## config.mk

```make
export PLATFORM = sky130hd
export DESIGN_NAME = fir_coef_loader
export DESIGN_NICKNAME = d
export VERILOG_FILES = /design/src/rtl/fir_coef_loader.sv
export SDC_FILE = /design/constraint.sdc
export NUM_CORES = 1
export LEC_CHECK = 0
export CAP_MARGIN = 20
export CORE_UTILIZATION = 45
export DETAILED_ROUTE_END_ITERATION = 6
export PLACE_DENSITY = 0.8
export SLEW_MARGIN = 20
export SYNTH_ARGS = -nofsm -noshare
export SYNTH_HDL_FRONTEND = slang
export SYNTH_SLANG_ARGS = --single-unit
```

## constraint.sdc

```tcl
create_clock -name ph1 -period 1.95 [get_ports ph1]
set_clock_uncertainty 0.1 [all_clocks]
set_input_delay 0.39 -clock ph1 [delete_from_list [all_inputs] [get_ports ph1]]
set_output_delay 0.39 -clock ph1 [all_outputs]
set_load 0.05 [all_outputs]
```

## src/rtl/fir_coef_loader.sv

```systemverilog
// Serialises one parallel FIR coefficient set into the filter's coefficient scan chain.
// Latency: done pulses L+1 cycles after accept (2L+1 when readback verify is built in).
// Backpressure: coef_ready is high only in IDLE; coef_valid is ignored while a pass is running.
//
// Ports:
//   ph1        clock; all state updates on its rising edge
//   resetb     synchronous reset, active-low
//   coef_valid / coef_ready   handshake for one coefficient set on coefs
//   coefs      NTAPS*CW bits, tap k = coefs[k*CW +: CW]
//   shiftIn    serial bit into the chain head (MSB of coefs first)
//   shiftClkEn chain advances one bit on every cycle this is high
//   busy       a load or verify pass is in progress
//   done       one-cycle pulse once the set is fully in the chain
//   shiftOut   chain tail bit          (only with FIR_COEF_LOADER_VERIFY_EN)
//   chk_err    sticky readback mismatch (only with FIR_COEF_LOADER_VERIFY_EN)
//
// Build option: define FIR_COEF_LOADER_VERIFY_EN to add a second pass that re-shifts
// the same word while comparing the chain tail against it.
module fir_coef_loader #(
    parameter int NTAPS = 4,
    parameter int CW    = 8
) (
    input  logic                  ph1,
    input  logic                  resetb,
    input  logic                  coef_valid,
    output logic                  coef_ready,
    input  logic [NTAPS*CW-1:0]   coefs,
    output logic                  shiftIn,
    output logic                  shiftClkEn,
    output logic                  busy,
    output logic                  done
`ifdef FIR_COEF_LOADER_VERIFY_EN
    ,
    input  logic                  shiftOut,
    output logic                  chk_err
`endif
);

    localparam int L    = NTAPS * CW;
    localparam int CNTW = $clog2(L) + 1;
    localparam logic [CNTW-1:0] LAST = CNTW'(L - 1);

    typedef enum logic [1:0] {
        ST_IDLE   = 2'd0,
        ST_LOAD   = 2'd1,
        ST_VERIFY = 2'd2,
        ST_DONE   = 2'd3
    } state_t;

    state_t          state_q, state_d;
    logic [L-1:0]    rot_q, rot_d;
    logic [CNTW-1:0] cnt_q, cnt_d;
    logic            ready_q, ready_d;
    logic            sin_q, sin_d;
    logic            sen_q, sen_d;
    logic            busy_q, busy_d;
    logic            done_q, done_d;
`ifdef FIR_COEF_LOADER_VERIFY_EN
    logic            chk_q, chk_d;
`endif

    always_comb begin
        state_d = state_q;
        rot_d   = rot_q;
        cnt_d   = cnt_q;
        ready_d = 1'b0;
        sin_d   = 1'b0;
        sen_d   = 1'b0;
        busy_d  = 1'b0;
        done_d  = 1'b0;
`ifdef FIR_COEF_LOADER_VERIFY_EN
        chk_d   = chk_q;
`endif
        case (state_q)
            ST_IDLE: begin
                ready_d = 1'b1;
                if (coef_valid && ready_q) begin
                    rot_d   = coefs;
                    cnt_d   = '0;
                    state_d = ST_LOAD;
                    ready_d = 1'b0;
                    // Outputs are registered, so the first bit is presented straight
                    // from the incoming word rather than from the rotate register.
                    sin_d   = coefs[L-1];
                    sen_d   = 1'b1;
                    busy_d  = 1'b1;
`ifdef FIR_COEF_LOADER_VERIFY_EN
                    chk_d   = 1'b0;
`endif
                end
            end
            ST_LOAD: begin
                // Rotating (not shifting) leaves the original word in rot_q after L
                // cycles, which the verify pass relies on.
                rot_d  = {rot_q[L-2:0], rot_q[L-1]};
                cnt_d  = cnt_q + 1'b1;
                busy_d = 1'b1;
                sen_d  = 1'b1;
                sin_d  = rot_q[L-2];
                if (cnt_q == LAST) begin
`ifdef FIR_COEF_LOADER_VERIFY_EN
                    state_d = ST_VERIFY;
                    cnt_d   = '0;
`else
                    state_d = ST_DONE;
                    sen_d   = 1'b0;
                    sin_d   = 1'b0;
                    busy_d  = 1'b0;
                    done_d  = 1'b1;
`endif
                end
            end
`ifdef FIR_COEF_LOADER_VERIFY_EN
            ST_VERIFY: begin
                rot_d  = {rot_q[L-2:0], rot_q[L-1]};
                cnt_d  = cnt_q + 1'b1;
                busy_d = 1'b1;
                sen_d  = 1'b1;
                sin_d  = rot_q[L-2];
                // The chain tail should replay the word in the same order it went in.
                if (shiftOut != rot_q[L-1]) begin
                    chk_d = 1'b1;
                end
                if (cnt_q == LAST) begin
                    state_d = ST_DONE;
                    sen_d   = 1'b0;
                    sin_d   = 1'b0;
                    busy_d  = 1'b0;
                    done_d  = 1'b1;
                end
            end
`endif
            ST_DONE: begin
                state_d = ST_IDLE;
                ready_d = 1'b1;
            end
            default: begin
                state_d = ST_IDLE;
                ready_d = 1'b1;
            end
        endcase
    end

    always_ff @(posedge ph1) begin
        if (!resetb) begin
            state_q <= ST_IDLE;
            rot_q   <= '0;
            cnt_q   <= '0;
            ready_q <= 1'b1;
            sin_q   <= 1'b0;
            sen_q   <= 1'b0;
            busy_q  <= 1'b0;
            done_q  <= 1'b0;
`ifdef FIR_COEF_LOADER_VERIFY_EN
            chk_q   <= 1'b0;
`endif
        end else begin
            state_q <= state_d;
            rot_q   <= rot_d;
            cnt_q   <= cnt_d;
            ready_q <= ready_d;
            sin_q   <= sin_d;
            sen_q   <= sen_d;
            busy_q  <= busy_d;
            done_q  <= done_d;
`ifdef FIR_COEF_LOADER_VERIFY_EN
            chk_q   <= chk_d;
`endif
        end
    end

    assign coef_ready = ready_q;
    assign shiftIn    = sin_q;
    assign shiftClkEn = sen_q;
    assign busy       = busy_q;
    assign done       = done_q;
`ifdef FIR_COEF_LOADER_VERIFY_EN
    assign chk_err    = chk_q;
`endif

endmodule

```

==> results.cfg <==
[sta]
worst_slew_pin_slew_ns = 0.579
worst_slack_ns = 0.175
hold_violations = 0
fin_crit_sh = 0.910
fin_crit_ns = 1.78
drv_slew = 0
fmax_ghz = 0.563
finalSetupViolations = 0
relSlewSlack = 0.613
hold_slack_ns = 0.376
rsz0062_at_grt = false

[cells_and_area]
drive_gt1_frac = 0.138
register_area_um2 = 881
final_common_cell = dfxtp_1
mostFrequentLayoutCells = 44 x dfxtp_1, 34 x clkdlybuf4s50_1, 19 x and3_1, 19 x a221o_1, 18 x buf_4
n_antenna_cell = 0
multi_input_area_um2 = 832
area_growth_syn_to_layout_pct = 32.9
fin_nets = 260
final_util = 0.637
stdcell_count = 273
final_area_um2 = 2390
fillCellCount = 323

[place]
routabilityCongestion = 0.806
hpwl_um = 2730
place_area_um2 = 2250
post-place-cells = 265
dp_slack_ns = -0.264
io_buffers = 39

[clock_network]
cts_buffers = 5
cts_buffer_depth = 2
tritoncts = done
cts_sinks = 44
cts.hold.buffers_added = 0
h-tree-depth = 2
clk_pin_slew_worst_paths_ns = 0.07
clock_latency_ns = 0.29
cts-root-buf = clkbuf_8

[synth]
yosysTopAreaCell = dfxtp_1
synth_compound_area_frac = 0.254
yosys-top-cells-area = dfxtp_1 49%, a221o_1 11%, and3_1 6.6%, o221ai_1 3.9%, a21oi_1 3.3%
syn_area_um2 = 1800
synth_edf_count = 0
ys.flop_type = dfxtp_1
synth_area_per_cell_um2 = 9.97
synth_top_area_share = 0.491
synth_top_family_by_area = compound AO/OA/AOI/OAI gates
ys_async_sr_fraction = 0
synth_simple_gate_area_share = 0.182
synth-xor-area-share = 0.00488
yosys_warnings = 0
synth_nets = 216
yosysSeqAreaShare = 0.491
ys_types = 36
synthCells = 180
muxShareOfSynthArea = 0.0118
synthAdderAreaFrac = 0.00697
ys_ff_latch = 44

[routing]
dr.max_layer_used = met4
drt_iter0_drc = 91
vias_per_cell = 5.73
vias = 1563
drc = 0
first_pass_iters = 4
routedWlPerCell_um = 14.4
met3_length_um = 166
wl_met1_um = 1920
routed_wl_um = 3920
postRouteAntennaNets = 0
wl_met2_um = 1780

[setup_path]
cp_slowest_cell = or3b_2
arrival_ns = 1.86
crit_family = simple AND/OR/NAND/NOR gates
path_cells = ha_1 > nand3_1 > or3b_2 > a31o_2
cp-start-kind = register
cpPeakStageDelay_ns = 0.55
worstPathMaxFanout = 4
cp.required_ns = 2.04
worstSetupPathType = register to register
path_buf_inv = 0
end_kind = register

[run_status]
outcome = finished clean

[pwr]
p_per_area_nw_per_um2 = 860
leakage_nw = 0.991
ir_drop_mv = 0.473

[grt]
antenna_found_initial = 0
grt-ovfl-total = 0
grt_max_degree = 37
grt_pass1_wl_um = 6540
grt_use_total = 0.203
grt_pass1_vias = 1471

[worst_hold_path]
hold_class = register to register

[floorplan]
core_area_um2 = 3740
num_rows = 22
die_x_um = 65.2
die_h_um = 65.2
ios = 40
floorplan.initialDensity = 0.480
dieArea_um2 = 4250

[flow_run]
maxCapViolCount = 0
worst paths after layout:
path / start / to / slack (ns) / cells past startpoint
setup / recovery: cnt_q[1] / shiftIn / 0.17 / 4
hold / removal: rot_q[8] / rot_q[8] / 0.38 / 2
setup reg to reg: cnt_q[1] / shiftIn / 0.17 / 4
hold reg to reg: rot_q[8] / rot_q[8] / 0.38 / 2
per-stage QoR:
stage	power, mW	TNS (ns)
finish	2.05	0
global route	2.15	0
CTS	2.08	0
detailed placement	1.33	-5.40
global placement	1.32	-4.62
floorplan	1.20	0
cells in the mapped netlist (2+ instances only):
library cell	instances
dfxtp_1	44
a221o_1	19
and3_1	19
a21oi_1	12
nor2_1	10
o221ai_1	8
nand2_1	7
buf_2	6
clkbuf_1	6
nor2b_1	6
a22oi_1	5
o22ai_1	5
nand3_1	4
inv_1	3
a22o_1	2
buf_4	2
nand2b_1	2
nor3_1	2
state kept, by name (all words and copies together), names as in the netlist:
signal / cells
shiftIn: 1
done: 1
busy: 1
cnt_q: 6
rot_q: 32
coef_ready: 1
state_q: 2
what timing repair did:
action                     CTS  global route
setup buffers                0             0
gates resized for setup      0             1
setup endpoints to repair    0            21
routing by layer:
| layer | track usage | vias up |
|---|---|---|
| met3 | 0.0521 | 6 |
| met1 | 0.264 | 735 |
| met4 | 0.0652 | 0 |
| met2 | 0.327 | 40 |
| li1 | - | 782 |
| met5 | 0 | - |
area by class of cell:
class	count	area share
flip-flops and latches	44	0.369
multi-input cells	118	0.349
repair buffers	52	0.199
clock buffers	7	0.0404
well taps	48	0.0252
clock inverters	1	0.0126
inverters	3	0.00472
where the power goes:
group | internal, mW | leakage (nW) | switching (mW)
sequential | 0.962 | 0.361 | 0.0372
combinational | 0.164 | 0.566 | 0.147
clock | 0.452 | 0.0645 | 0.291
cell families (layout without fill, tap and decap cells):
family          count (synthesis)  after routing
compound gates                 57             57
xor+xnor                        1              1
fa+ha+maj                       1              1
buf+inv                        18             63
flops                          44             44
mux                             2              2
simple gates                   57             57
worst min-delay path: stages (launching register included):
cell and delay [ns]:
dfxtp_1 0.33, a21oi_1 0.04, nor2_1 0.07
No activity file was read; power rests on OpenSTA's default activity.
